--- config.mk ---
export PLATFORM = sky130hd
export DESIGN_NAME = port_arbiter_flat
export DESIGN_NICKNAME = d
export VERILOG_FILES = /design/src/rtl/port_arbiter_if.sv /design/src/rtl/port_arbiter.sv /design/src/flat_wrapper.sv
export SDC_FILE = /design/constraint.sdc
export NUM_CORES = 1
export LEC_CHECK = 0
export ABC_AREA = 1
export CAP_MARGIN = 30
export CORE_ASPECT_RATIO = 0.75
export CORE_MARGIN = 5
export CORE_UTILIZATION = 45
export DETAILED_ROUTE_END_ITERATION = 6
export GPL_TIMING_DRIVEN = 1
export PLACE_DENSITY = 0.95
export SYNTH_ARGS = -nofsm -noshare
export SYNTH_HDL_FRONTEND = slang
export SYNTH_SLANG_ARGS = --single-unit
export TNS_END_PERCENT = 20
--- constraint.sdc ---
create_clock -name clk -period 6.1 [get_ports clk]
set_clock_uncertainty 0.05 [all_clocks]
set_input_delay 1.22 -clock clk [delete_from_list [all_inputs] [get_ports clk]]
set_output_delay 1.22 -clock clk [all_outputs]
set_load 0.01 [all_outputs]
--- src/rtl/port_arbiter_if.sv ---
// Requester-side handshake and device-side port signals of port_arbiter, bundled with
// modports for the arbiter (slave) and for whatever drives it (master).
interface port_arbiter_if #(
   parameter int WORD_SIZE = 16,
   parameter int NREQ      = 3
);
   logic [NREQ-1:0]           req;
   logic [NREQ-1:0]           we;
   logic [NREQ*WORD_SIZE-1:0] addr;
   logic [NREQ*WORD_SIZE-1:0] wdata;
   logic [NREQ-1:0]           gnt;
   logic [NREQ-1:0]           ack;
   logic [WORD_SIZE-1:0]      rdata;
   logic                      busy;
   logic [WORD_SIZE-1:0]      portaddr;
   logic [WORD_SIZE-1:0]      portval;
   logic                      portget;
   logic                      portset;
   logic [WORD_SIZE-1:0]      portout;

   modport slave (
      input  req, we, addr, wdata, portout,
      output gnt, ack, rdata, busy, portaddr, portval, portget, portset
   );

   modport master (
      output req, we, addr, wdata, portout,
      input  gnt, ack, rdata, busy, portaddr, portval, portget, portset
   );
endinterface

--- src/rtl/port_arbiter.sv ---
// Round-robin arbiter giving NREQ requesters serialised access to a single I/O port device,
// with a fixed number of device wait states per access.
module port_arbiter #(
   parameter int WORD_SIZE   = 16,
   parameter int NREQ        = 3,
   parameter int WAIT_CYCLES = 1
) (
   input  logic          clk,
   input  logic          reset_n,
   port_arbiter_if.slave bus
);
   localparam int         IDX_W     = (NREQ > 1) ? $clog2(NREQ) : 1;
   localparam logic [3:0] WAIT_INIT = (WAIT_CYCLES > 0) ? 4'(WAIT_CYCLES - 1) : 4'd0;

   typedef enum logic [1:0] {
      S_IDLE,
      S_ACCESS,
      S_WAIT,
      S_COMPLETE
   } state_t;

   state_t               state_q, state_d;
   logic [IDX_W-1:0]     gnt_idx_q, gnt_idx_d;
   logic [IDX_W-1:0]     last_gnt_q, last_gnt_d;
   logic [WORD_SIZE-1:0] addr_q, addr_d;
   logic [WORD_SIZE-1:0] wdata_q, wdata_d;
   logic                 we_q, we_d;
   logic [3:0]           cnt_q, cnt_d;
   logic [WORD_SIZE-1:0] rdata_q, rdata_d;
   logic [1:0]           rst_sync_q, rst_sync_d;

   logic                 arb_en;
   logic [IDX_W-1:0]     win_idx;
   logic                 win_found;
   logic [NREQ-1:0]      gnt_vec;
   logic [NREQ-1:0]      ack_vec;

   logic [WORD_SIZE-1:0] addr_arr  [NREQ];
   logic [WORD_SIZE-1:0] wdata_arr [NREQ];

   genvar gi;
   generate
      for (gi = 0; gi < NREQ; gi++) begin : g_req
         assign addr_arr[gi]  = bus.addr[gi*WORD_SIZE +: WORD_SIZE];
         assign wdata_arr[gi] = bus.wdata[gi*WORD_SIZE +: WORD_SIZE];
         assign gnt_vec[gi]   = (state_q != S_IDLE) && (gnt_idx_q == IDX_W'(gi));
         assign ack_vec[gi]   = (state_q == S_COMPLETE) && (gnt_idx_q == IDX_W'(gi));
      end
   endgenerate

   // Arbitration stays disabled until the released reset has crossed two flops.
   assign rst_sync_d = {rst_sync_q[0], 1'b1};
   assign arb_en     = rst_sync_q[1];

   // Search starts one past the previous winner and wraps, so every requester gets a turn.
   always_comb begin
      int cand;
      cand      = 0;
      win_idx   = last_gnt_q;
      win_found = 1'b0;
      for (int k = 1; k <= NREQ; k++) begin
         cand = int'(last_gnt_q) + k;
         if (cand >= NREQ) begin
            cand = cand - NREQ;
         end
         if (!win_found && bus.req[cand[IDX_W-1:0]]) begin
            win_found = 1'b1;
            win_idx   = cand[IDX_W-1:0];
         end
      end
   end

   always_comb begin
      state_d    = state_q;
      gnt_idx_d  = gnt_idx_q;
      last_gnt_d = last_gnt_q;
      addr_d     = addr_q;
      wdata_d    = wdata_q;
      we_d       = we_q;
      cnt_d      = cnt_q;
      rdata_d    = rdata_q;
      unique case (state_q)
         S_IDLE: begin
            if (arb_en && win_found) begin
               gnt_idx_d = win_idx;
               addr_d    = addr_arr[win_idx];
               wdata_d   = wdata_arr[win_idx];
               we_d      = bus.we[win_idx];
               state_d   = S_ACCESS;
            end
         end
         S_ACCESS: begin
            if (WAIT_CYCLES > 0) begin
               cnt_d   = WAIT_INIT;
               state_d = S_WAIT;
            end else begin
               state_d = S_COMPLETE;
               if (!we_q) begin
                  rdata_d = bus.portout;
               end
            end
         end
         S_WAIT: begin
            if (cnt_q == 4'd0) begin
               state_d = S_COMPLETE;
               if (!we_q) begin
                  rdata_d = bus.portout;
               end
            end else begin
               cnt_d = cnt_q - 4'd1;
            end
         end
         S_COMPLETE: begin
            last_gnt_d = gnt_idx_q;
            state_d    = S_IDLE;
         end
         default: begin
            state_d = S_IDLE;
         end
      endcase
   end

   always_ff @(posedge clk or negedge reset_n) begin
      if (!reset_n) begin
         state_q    <= S_IDLE;
         gnt_idx_q  <= '0;
         last_gnt_q <= IDX_W'(NREQ - 1);
         addr_q     <= '0;
         wdata_q    <= '0;
         we_q       <= 1'b0;
         cnt_q      <= 4'd0;
         rdata_q    <= '0;
         rst_sync_q <= 2'b00;
      end else begin
         state_q    <= state_d;
         gnt_idx_q  <= gnt_idx_d;
         last_gnt_q <= last_gnt_d;
         addr_q     <= addr_d;
         wdata_q    <= wdata_d;
         we_q       <= we_d;
         cnt_q      <= cnt_d;
         rdata_q    <= rdata_d;
         rst_sync_q <= rst_sync_d;
      end
   end

   // The latched address/data are driven continuously; strobes qualify them.
   assign bus.gnt      = gnt_vec;
   assign bus.ack      = ack_vec;
   assign bus.rdata    = rdata_q;
   assign bus.busy     = (state_q != S_IDLE);
   assign bus.portaddr = addr_q;
   assign bus.portval  = wdata_q;
   assign bus.portget  = (state_q == S_ACCESS) && !we_q;
   assign bus.portset  = (state_q == S_ACCESS) && we_q;
endmodule

--- src/flat_wrapper.sv ---
// flat-port wrapper written by rule: the top's interface ports become plain ports
module port_arbiter_flat 
#(
   parameter int WORD_SIZE   = 16,
   parameter int NREQ        = 3,
   parameter int WAIT_CYCLES = 1
)
  (clk, reset_n, bus_req, bus_we, bus_addr, bus_wdata, bus_portout, bus_gnt, bus_ack, bus_rdata, bus_busy, bus_portaddr, bus_portval, bus_portget, bus_portset);
  port_arbiter_if #(.WORD_SIZE(WORD_SIZE), .NREQ(NREQ)) bus_i ();
  input  logic clk;
  input  logic reset_n;
  input wire logic [$bits(bus_i.req)-1:0] bus_req;
  input wire logic [$bits(bus_i.we)-1:0] bus_we;
  input wire logic [$bits(bus_i.addr)-1:0] bus_addr;
  input wire logic [$bits(bus_i.wdata)-1:0] bus_wdata;
  input wire logic [$bits(bus_i.portout)-1:0] bus_portout;
  output wire logic [$bits(bus_i.gnt)-1:0] bus_gnt;
  output wire logic [$bits(bus_i.ack)-1:0] bus_ack;
  output wire logic [$bits(bus_i.rdata)-1:0] bus_rdata;
  output wire logic [$bits(bus_i.busy)-1:0] bus_busy;
  output wire logic [$bits(bus_i.portaddr)-1:0] bus_portaddr;
  output wire logic [$bits(bus_i.portval)-1:0] bus_portval;
  output wire logic [$bits(bus_i.portget)-1:0] bus_portget;
  output wire logic [$bits(bus_i.portset)-1:0] bus_portset;
  assign bus_i.req = bus_req;
  assign bus_i.we = bus_we;
  assign bus_i.addr = bus_addr;
  assign bus_i.wdata = bus_wdata;
  assign bus_i.portout = bus_portout;
  assign bus_gnt = bus_i.gnt;
  assign bus_ack = bus_i.ack;
  assign bus_rdata = bus_i.rdata;
  assign bus_busy = bus_i.busy;
  assign bus_portaddr = bus_i.portaddr;
  assign bus_portval = bus_i.portval;
  assign bus_portget = bus_i.portget;
  assign bus_portset = bus_i.portset;
  port_arbiter #(.WORD_SIZE(WORD_SIZE), .NREQ(NREQ), .WAIT_CYCLES(WAIT_CYCLES)) u_core (.clk(clk), .reset_n(reset_n), .bus(bus_i));
endmodule
==> reports/metrics.cfg, run 1 <==
[yosys]
syn_area_per_cell_sq_um=7.05
synthDistinctLibCells=28
seq_area_frac_synth_pct=40.2
synth_nets=670
yosys_warnings=0
syn_area_sq_um=3800
syn_inst=539
ys_seq_elements=61

[clock_network]
cts_buffers=9
cts_hold_buf=0
postCtsSetupBuffers=0
clk_pin_slew_ps=50
cts_tree=built
cts_htree_levels=3
cts_root_buffer=clkbuf_16
clock_sinks=61
post_cts_resized=0
worstSkewPairLatency_ps=330
clockBufferDepth=2

[floorplanning]
num_rows=29
die_y_microns=89.6
die_area_sq_um=10400
ios=177
start_util_pct=45.5
floorplan.die.width_microns=116
core_area_sq_um=8350

[cells_and_area]
num_antenna_cells=0
num-fill-cells=658
fin_nets=834
layout-drive-gt1-share_pct=7.34
final_common_cell=nand2_1
finalNonFillerCells=816
most-common-layout-cells=nand2_1 (231), clkdlybuf4s50_1 (175), nand3_1 (84)
postLayoutCoreUtil_pct=70.5
area_growth_pct=54.9

[job]
max_cap_viol_count=0

[setup_path]
r2r_slack_ps=2440
critical_path.max_fanout=34
start_kind=input pin
cp.arrival_ps=4100
slowest_stage=nand3_2
cp_cell_sequence=clkdlybuf4s50_1 -> inv_1 -> nand2_1 -> nand3_1 -> nand2_1 -> nand3_2 -> nand3_2 -> nand2_1 -> nand2_1 -> nand2_1 -> nand2_1 -> nand2_1 -> nand2_1
critPathRequiredTime_ps=6310
max_stage_delay_ps=880
worstSetupPathType=in2reg
crit_top_cell=nand2_1
crit_path_end_kind=flip-flop

[placement]
pre_cts_slack_ps=1940
globalplace.congestion=0.935
io_buffers=176
dpl.hpwl_mm=9.25
dp_cells=800

[pwr]
power.switching_uw=1880
vdd_drop_max_v=0.000627
p_seq_share_pct=18.8
p_int_uw=1870
leakage_uw=0.00293
combPwrFrac_pct=67.8
switching_share_pct=50.1
finalPower_uw=3750
powerDensity_nw_per_um2=638
p_clk_share_pct=13.4

[detailed_routing]
viasPerCell=5.22
first_pass_iters=7
drt-total-wl_mm=12.9
post_drt_wl_per_cell_microns=15.8
dr.first_iter.drc_count=423
vias=4257
drc=0
antenna_left=0

[sta]
period_needed_ps=3890
drv_slew=0
tightest_slew_ps=950
slew_headroom_pct=36.5
hold_viol=0
setup_viol=0
worst_slack_ps=2210
tns_ps=0
grt_setup_unrepaired=no
timing.final.crit_share_pct=63.8
fmax_mhz=257

[global_routing]
grt_first_pass_wirelength_mm=20.2
grt_overflow=0
antenna_found_initial=0
grt_pass1_vias=4357
track_usage_pct=24.7
grt_start_max_net_pins=62

[hold_path]
hold_path.class=reg2reg

[run_status]
status=completed

[cell families (layout without fill, tap and decap cells)]
group | after synthesis | after routing | synth area share, %
AOI/OAI and AO/OA | 13 | 13 | 2.07
xor gates and xnor gates | 1 | 1 | 0.231
adders and majority gates | 11 | 11 | 3.62
buffers and inverters | 72 | 241 | 8.56
DFF | 61 | 61 | 40.2
muxes | 16 | 16 | 4.74
other | 1 | 1 | 0.0987
and+or+nand+nor | 364 | 364 | 40.4
[critical path: cells and delay by family]
| kind | cells | cell delay, ps |
|---|---|---|
| AND/OR/NAND/NOR | 11 | 2260 |
| buffers and inverters | 2 | 610 |
[sequential cells by signal, indices dropped and copies added (netlist names)]
name / count
u_core.we_q: 1
u_core.gnt_idx_q: 2
u_core.last_gnt_q: 2
u_core.cnt_q: 4
u_core.rst_sync_q: 2
u_core.state_q: 2
u_core.bus.rdata: 16
u_core.bus.portval: 16
u_core.bus.portaddr: 16
[power groups by stage]
stage          clock (uW)  combinational [uW]  sequential, uW
2_1_floorplan           0                1680             749
3_3_place_gp            0                2320             690
3_5_place_dp            0                2500             704
4_1_cts               513                2530             701
5_1_grt               529                2810             723
6_report              504                2540             705
[cell usage after synthesis]
cell type,instances,share of area (%)
conb_1,1,0.099
dfrtp_1,60,40
buf_2,17,2.2
o22ai_1,2,0.33
a21oi_1,1,0.13
o21ai_0,8,1.1
nand2_1,231,23
xnor2_1,1,0.23
o21ai_1,1,0.13
dfstp_2,1,0.69
nand3_1,84,11
nand2_2,3,0.49
nor2_1,32,3.2
nand3_2,4,1.1
nor2_2,2,0.33
inv_1,41,4.1
clkbuf_1,1,0.099
buf_1,3,0.30
nand2_4,1,0.30
inv_2,4,0.40
buf_4,3,0.59
o21ai_4,1,0.43
mux2_2,16,4.7
ha_1,11,3.6
nor3b_1,2,0.40
buf_6,3,0.89
nor3_1,4,0.53
nor2_4,1,0.30
[path summary, 6_finish.rpt]
path,end,startpoint,cells past startpoint
hold / removal,u_core.rst_sync_q[1],u_core.rst_sync_q[0],0
min in group asynchronous,u_core.bus.rdata[11],reset_n,2
hold reg to reg,u_core.rst_sync_q[1],u_core.rst_sync_q[0],0
max in group asynchronous,u_core.cnt_q[0],reset_n,2
setup reg to reg,u_core.bus.portval[1],u_core.last_gnt_q[1],13
setup / recovery,u_core.bus.portval[1],bus_req[1],13
[metal layers]
layer  up-vias  track usage (%)  wire, microns  part of all wire (%)
li1       2014                -              -                     -
met2       212             45.2           6530                    51
met4         0             9.80            260                   2.0
met1      1999             28.0           4940                    38
met5         -                0              0                     0
met3        32             6.23           1130                   8.8
[through the flow]
step	cell area (sq um)	hold WS, ps
after CTS	5880	312
after detailed placement	5590	291
final	5880	306
after global placement	5560	285
after global routing	5880	325
after floorplan	3800	281
[final cells by class]
cell class	instances	area, sq um	area share, %
Sequential cell	61	1530	26.0
Inverter	45	169	2.87
Clock buffer	12	246	4.19
Clock inverter	4	47.5	0.808
Multi-Input combinational cell	406	1950	33.2
Timing Repair Buffer	180	1810	30.7
Tap cell	108	135	2.30
Power figures use the tool's default switching activity.
==> inputs of run 2 (changes only) <==
--- a/config.mk
+++ b/config.mk
@@ -9,10 +9,10 @@
 export CAP_MARGIN = 30
 export CORE_ASPECT_RATIO = 0.75
 export CORE_MARGIN = 5
-export CORE_UTILIZATION = 45
+export CORE_UTILIZATION = 42
 export DETAILED_ROUTE_END_ITERATION = 6
 export GPL_TIMING_DRIVEN = 1
-export PLACE_DENSITY = 0.95
+export PLACE_DENSITY = 0.9
 export SYNTH_ARGS = -nofsm -noshare
 export SYNTH_HDL_FRONTEND = slang
 export SYNTH_SLANG_ARGS = --single-unit
==> constraint.sdc (replaced) <==
create_clock -name clk -period 3.9 [get_ports clk]
set_clock_uncertainty 0.05 [all_clocks]
set_input_delay 0.78 -clock clk [delete_from_list [all_inputs] [get_ports clk]]
set_output_delay 0.78 -clock clk [all_outputs]
set_load 0.01 [all_outputs]
==> run 2 against run 1 <==
Sequential cell count stayed put. Critical path depth is 1 lower. Largest cell class unchanged. Global-route usage is 2.2 points lower. Setup slack worse by 1300 ps. Critical endpoint is now u_core.bus.portval[12]. Hold slack better by 4.7 ps. Largest power group unchanged.
==> reports/metrics.cfg, run 2 (synthesis results as in run 1) <==
[sta]
timing.final.crit_share_pct=76.8
tns_ps=0  ; unchanged
drv_slew=0  ; unchanged
period_needed_ps=3000
setup_viol=0  ; unchanged
grt_setup_unrepaired=no  ; unchanged
hold_viol=0  ; unchanged
tightest_slew_ps=931  ; was 950 ps
fmax_mhz=334
slew_headroom_pct=37.7  ; was 36.5%
worst_slack_ps=903  ; was 2210 ps

[global_routing]
grt_first_pass_wirelength_mm=20.3  ; was 20.2 mm
antenna_found_initial=0  ; unchanged
grt_pass1_vias=4222  ; was 4357
track_usage_pct=22.5  ; was 24.7%
grt_start_max_net_pins=42  ; was 62
grt_overflow=0  ; unchanged

[floorplanning]
start_util_pct=42.5  ; was 45.5%
floorplan.die.width_microns=120  ; was 116 microns
ios=177  ; unchanged
num_rows=30  ; was 29
core_area_sq_um=8930  ; was 8350 sq um
die_area_sq_um=11100  ; was 10400 sq um
die_y_microns=92.4  ; was 89.6 microns

[cells_and_area]
final_common_cell=nand2_1  ; unchanged
fin_nets=835  ; was 834
num_antenna_cells=0  ; unchanged
most-common-layout-cells=nand2_1 (231), clkdlybuf4s50_1 (175), nand3_1 (84)  ; unchanged
area_growth_pct=55.9  ; was 54.9%
layout-drive-gt1-share_pct=7.48  ; was 7.34%

[clock_network]
cts_tree=built  ; unchanged
post_cts_resized=0  ; unchanged
clockBufferDepth=2  ; unchanged
cts_hold_buf=0  ; unchanged
cts_root_buffer=clkbuf_16  ; unchanged
clock_sinks=61  ; unchanged
worstSkewPairLatency_ps=320  ; was 330 ps
cts_buffers=9  ; unchanged
cts_htree_levels=3  ; unchanged
clk_pin_slew_ps=50  ; about the same
postCtsSetupBuffers=0  ; unchanged

[detailed_routing]
dr_wl_met3_microns=934  ; was 1.13 mm
dr.max_layer_used=met4  ; unchanged
first_pass_iters=5  ; was 7
post_drt_wl_per_cell_microns=15.3  ; was 15.8 microns
drt-total-wl_mm=12.6  ; was 12.9 mm
m1WireLength_mm=5.03  ; was 4.94 mm
dr.first_iter.drc_count=318  ; was 423
drc=0  ; unchanged
met2_length_mm=6.45  ; was 6.53 mm
antenna_left=0  ; unchanged
viasPerCell=5.03  ; was 5.22
vias=4133  ; was 4257

[pwr]
vdd_drop_max_v=0.000601  ; was 0.000627 V
powerDensity_nw_per_um2=995  ; was 638 nW/um^2
p_seq_share_pct=18.6  ; was 18.8%
p_int_uw=3010  ; was 1870 uW
p_clk_share_pct=15.4  ; was 13.4%
power.switching_uw=2890  ; was 1880 uW
combPwrFrac_pct=66.0  ; was 67.8%
leakage_uw=0.00295  ; was 0.00293 uW
switching_share_pct=49.0  ; was 50.1%

[setup_path]
max_stage_delay_ps=730  ; was 880 ps
cp_cell_sequence=inv_1 -> ha_1 -> inv_2 -> nand2_2 -> nand3_2 -> nand2_4 -> nand2_1 -> nand2_1 -> nand2_1 -> o21ai_4 -> nand3_1 -> nand3_1  ; was clkdlybuf4s50_1 -> inv_1 -> nand2_1 -> nand3_1 -> nand2_1 -> nand3_2 -> nand3_2 -> nand2_1 -> nand2_1 -> nand2_1 -> nand2_1 -> nand2_1 -> nand2_1
critPathRequiredTime_ps=4100  ; was 6310 ps
crit_path_end_kind=flip-flop  ; unchanged
start_kind=flip-flop  ; was input pin
critical_path.max_fanout=34  ; unchanged
worstSetupPathType=reg2reg  ; was in2reg
crit_top_cell=nand2_1  ; unchanged
cp.arrival_ps=3200  ; was 4100 ps
slowest_stage=o21ai_4  ; was nand3_2

[placement]
pre_cts_slack_ps=742  ; was 1940 ps
dpl.hpwl_mm=9.34  ; was 9.25 mm
io_buffers=176  ; unchanged
globalplace.congestion=0.873  ; was 0.935

[hold_path]
hold_path.class=reg2reg  ; unchanged

[run_status]
status=completed  ; unchanged

[job]
max_cap_viol_count=0  ; unchanged

run 2: worst paths after layout:
path,cells after the start,to,slack (ps),startpoint
setup / recovery,12,u_core.bus.portval[12],900,u_core.last_gnt_q[1]
hold / removal,0,u_core.rst_sync_q[1],310,u_core.rst_sync_q[0]
setup reg to reg,12,u_core.bus.portval[12],900,u_core.last_gnt_q[1]
hold reg to reg,0,u_core.rst_sync_q[1],310,u_core.rst_sync_q[0]
max in group asynchronous,2,u_core.last_gnt_q[1],2540,reset_n
min in group asynchronous,1,u_core.bus.portaddr[14],350,reset_n
run 2: metal layers:
metal / vias to the layer above / track usage, %
met4: 0 / 5.43
li1: 2016 / -
met1: 1921 / 26.0
met3: 23 / 5.37
met2: 173 / 41.9
met5: - / 0
run 2: area by class of cell:
cell class | count | area [sq um]
Fill cell | 757 | 3010
Multi-Input combinational cell | 406 | 1950
Timing Repair Buffer | 181 | 1790
Sequential cell | 61 | 1530
Clock buffer | 12 | 246
Inverter | 45 | 169
Tap cell | 112 | 140
Clock inverter | 4 | 95.1
run 2: metrics by stage:
step | std cells | hold slack (ps) | power, uW | utilization [%] | cell area (sq um)
6_report | 821 | 311 | 5900 | 66.3 | 5920
5_1_grt | 821 | 326 | 6400 | 66.3 | 5920
4_1_cts | 821 | 307 | 5900 | 66.3 | 5920
3_5_place_dp | 805 | 293 | 4960 | 62.5 | 5580
3_3_place_gp | 805 | 287 | 4770 | 62.5 | 5580
2_1_floorplan | 539 | 281 | 3790 | - | 3800
run 2: worst max-delay path: cells and delay by family, from the launching register on:
kind            cells  cell delay, ps
simple gates        8             930
compound gates      1             730
flops               1             560
fa+ha+maj           1             470
buf+inv             2             170
run 2: power by group through the flow:
stage	registers, uW	logic [uW]	clock network, uW
global placement	1080	3700	0
finish	1100	3890	909
floorplan	1170	2620	0
global route	1130	4320	945
detailed placement	1100	3870	0
CTS	1090	3890	919
==> inputs of run 3 (changes only) <==
==> constraint.sdc (replaced) <==
create_clock -name clk -period 3.1 [get_ports clk]
set_clock_uncertainty 0.05 [all_clocks]
set_input_delay 0.62 -clock clk [delete_from_list [all_inputs] [get_ports clk]]
set_output_delay 0.62 -clock clk [all_outputs]
set_load 0.01 [all_outputs]
==> run 3 against run 2 <==
Die area stayed put. Utilization is 0.59 points higher. First-iteration DRC count is 21% lower. Via count is 0.15% higher. Setup slack worse by 660 ps. Critical path depth is 4 higher. Critical endpoint is now u_core.bus.portaddr[3]. Non-clock buffer count is 4 higher. Sequential share of layout area is 0.23 points lower. Wire length is 2.4% lower.
==> reports/metrics.cfg, run 3 (synthesis results as in run 1) <==
[placement]
io_buffers=176  ; unchanged
globalplace.congestion=0.834  ; was 0.873
dpl.hpwl_mm=9.27  ; was 9.34 mm
placed_cell_area_sq_um=5650  ; was 5580 sq um
pre_cts_slack_ps=272  ; was 742 ps

[cells_and_area]
final_area_sq_um=5980  ; was 5920 sq um
layout-drive-gt1-share_pct=8.13  ; was 7.48%
fin_nets=839  ; was 835
final_common_cell=nand2_1  ; unchanged
area_growth_pct=57.3  ; was 55.9%
num_antenna_cells=0  ; unchanged
most-common-layout-cells=nand2_1 (231), clkdlybuf4s50_1 (175), nand3_1 (84)  ; unchanged

[floorplanning]
die_area_sq_um=11100  ; unchanged
num_rows=30  ; unchanged
core_area_sq_um=8930  ; unchanged
ios=177  ; unchanged
start_util_pct=42.5  ; unchanged
die_y_microns=92.4  ; unchanged
floorplan.die.width_microns=120  ; unchanged

[setup_path]
slowest_stage=dfstp_2  ; was o21ai_4
cp_cell_sequence=inv_1 -> ha_1 -> inv_2 -> nand2_2 -> nand3_2 -> nand2_4 -> nand2_2 -> nor2_4 -> inv_2 -> nand2_1 -> nand2_2 -> buf_12 -> nand2_1 -> nand2_1 -> nand2_1 -> nand2_1  ; was inv_1 -> ha_1 -> inv_2 -> nand2_2 -> nand3_2 -> nand2_4 -> nand2_1 -> nand2_1 -> nand2_1 -> o21ai_4 -> nand3_1 -> nand3_1
worstRegToRegCells=16  ; was 12
worstReg2RegStart=u_core.last_gnt_q[1]  ; unchanged
max_stage_delay_ps=550  ; was 730 ps
start_kind=flip-flop  ; unchanged
cp.arrival_ps=3010  ; was 3200 ps
worstSetupPathType=reg2reg  ; unchanged
critical_path.max_fanout=19  ; was 34
r2r_end=u_core.bus.portaddr[3]  ; was u_core.bus.portval[12]
crit_path_end_kind=flip-flop  ; unchanged
r2r_slack_ps=240  ; was 900 ps
crit_top_cell=nand2_1  ; unchanged
critPathRequiredTime_ps=3240  ; was 4100 ps

[global_routing]
grt_first_pass_wirelength_mm=20.2  ; was 20.3 mm
grt_start_max_net_pins=52  ; was 42
met1_usage_pct=26.6  ; was 26.0%
met2_usage_pct=40.6  ; was 41.9%
antenna_found_initial=0  ; unchanged
met3_usage_pct=5.74  ; was 5.37%
grt_busiest_layer=met2  ; unchanged
grt_pass1_vias=4206  ; was 4222
grt_overflow=0  ; unchanged
track_usage_pct=22.3  ; was 22.5%

[sta]
tightest_slew_ps=680  ; was 931 ps
hold_viol=0  ; unchanged
period_needed_ps=2860  ; was 3000 ps
slew_headroom_pct=54.6  ; was 37.7%
timing.final.crit_share_pct=92.3  ; was 76.8%
tns_ps=0  ; unchanged
setup_viol=0  ; unchanged
worst_slack_ps=238  ; was 903 ps
drv_slew=0  ; unchanged
grt_setup_unrepaired=no  ; unchanged
fmax_mhz=349  ; was 334 MHz

[clock_network]
worstSkewPairLatency_ps=320  ; about the same
clockBufferDepth=2  ; unchanged
clock_sinks=61  ; unchanged
cts_tree=built  ; unchanged
cts_hold_buf=0  ; unchanged
clk_pin_slew_ps=50  ; about the same
cts_buffers=9  ; unchanged
post_cts_resized=0  ; unchanged
cts_root_buffer=clkbuf_16  ; unchanged
cts_htree_levels=3  ; unchanged
postCtsSetupBuffers=0  ; unchanged

[pwr]
powerDensity_nw_per_um2=1280  ; was 995 nW/um^2
finalPower_uw=7640  ; was 5900 uW
vdd_drop_max_v=0.000938  ; was 0.000601 V
leakage_uw=0.00298  ; was 0.00295 uW

[hold_path]
hold_path.class=in2async  ; was reg2reg

[detailed_routing]
dr.first_iter.drc_count=252  ; was 318
first_pass_iters=5  ; unchanged
post_drt_wl_per_cell_microns=14.9  ; was 15.3 microns
drt-total-wl_mm=12.3  ; was 12.6 mm
antenna_left=0  ; unchanged
viasPerCell=5.02  ; was 5.03
drc=0  ; unchanged
vias=4139  ; was 4133

[run_status]
status=completed  ; unchanged

[job]
max_cap_viol_count=0  ; unchanged

[run 3: changes by cell type in the layout (fill, tap and decap cells not counted)]
cell,previous run,this run
clkbuf_1,2,1
bufinv_16,3,2
buf_4,5,6
clkinv_2,1,2
clkbuf_8,1,2
buf_12,0,3
[run 3: power by group]
group | switching (uW) | internal [uW] | leakage [uW]
Clock | 337 | 744 | 0.000163
Sequential | 215 | 1160 | 0.000756
Combinational | 3110 | 2080 | 0.00206
[run 3: worst max path at each step]
| stage | startpoint | end | slack [ps] | cells after the start |
|---|---|---|---|---|
| after floorplan | u_core.last_gnt_q[1] | u_core.bus.portaddr[10] | 900 | 14 |
| after global placement | bus_req[2] | u_core.bus.portaddr[9] | 440 | 14 |
| after detailed placement | bus_req[1] | u_core.bus.portaddr[3] | 270 | 15 |
| after CTS | u_core.last_gnt_q[1] | u_core.bus.portaddr[3] | 270 | 16 |
| after global routing | u_core.last_gnt_q[1] | u_core.bus.portaddr[3] | 40 | 15 |
| final | u_core.last_gnt_q[1] | u_core.bus.portaddr[3] | 240 | 16 |
[run 3: through the flow]
stage | hold WS [ps] | util [%] | std cells
6_report | 175 | 66.9 | 825
5_1_grt | 189 | 66.9 | 825
4_1_cts | 182 | 66.9 | 825
3_5_place_dp | 289 | 63.2 | 809
3_3_place_gp | 284 | 63.2 | 809
2_1_floorplan | 274 | - | 539
[run 3: cell type report]
type,count,area [sq um]
clock buffers,12,256
clock inverters,4,70.1
flip-flops and latches,61,1530
fillers,745,2960
inverters,45,169
repair buffers,185,1860
well taps,112,140
multi-input cells,406,1950
[run 3: worst max-delay path: cells and delay by family, from the launching register on]
kind / cells / cell delay (ps)
buffers and inverters: 4 / 480
AND/OR/NAND/NOR: 11 / 1190
flip-flops: 1 / 550
adder cells (fa/ha/maj): 1 / 480
[run 3: metal layers]
layer	wire length, microns	share of wire (%)
met4	142	1.2
met2	6290	51
met1	5000	41
met5	0	0
met3	863	7.0
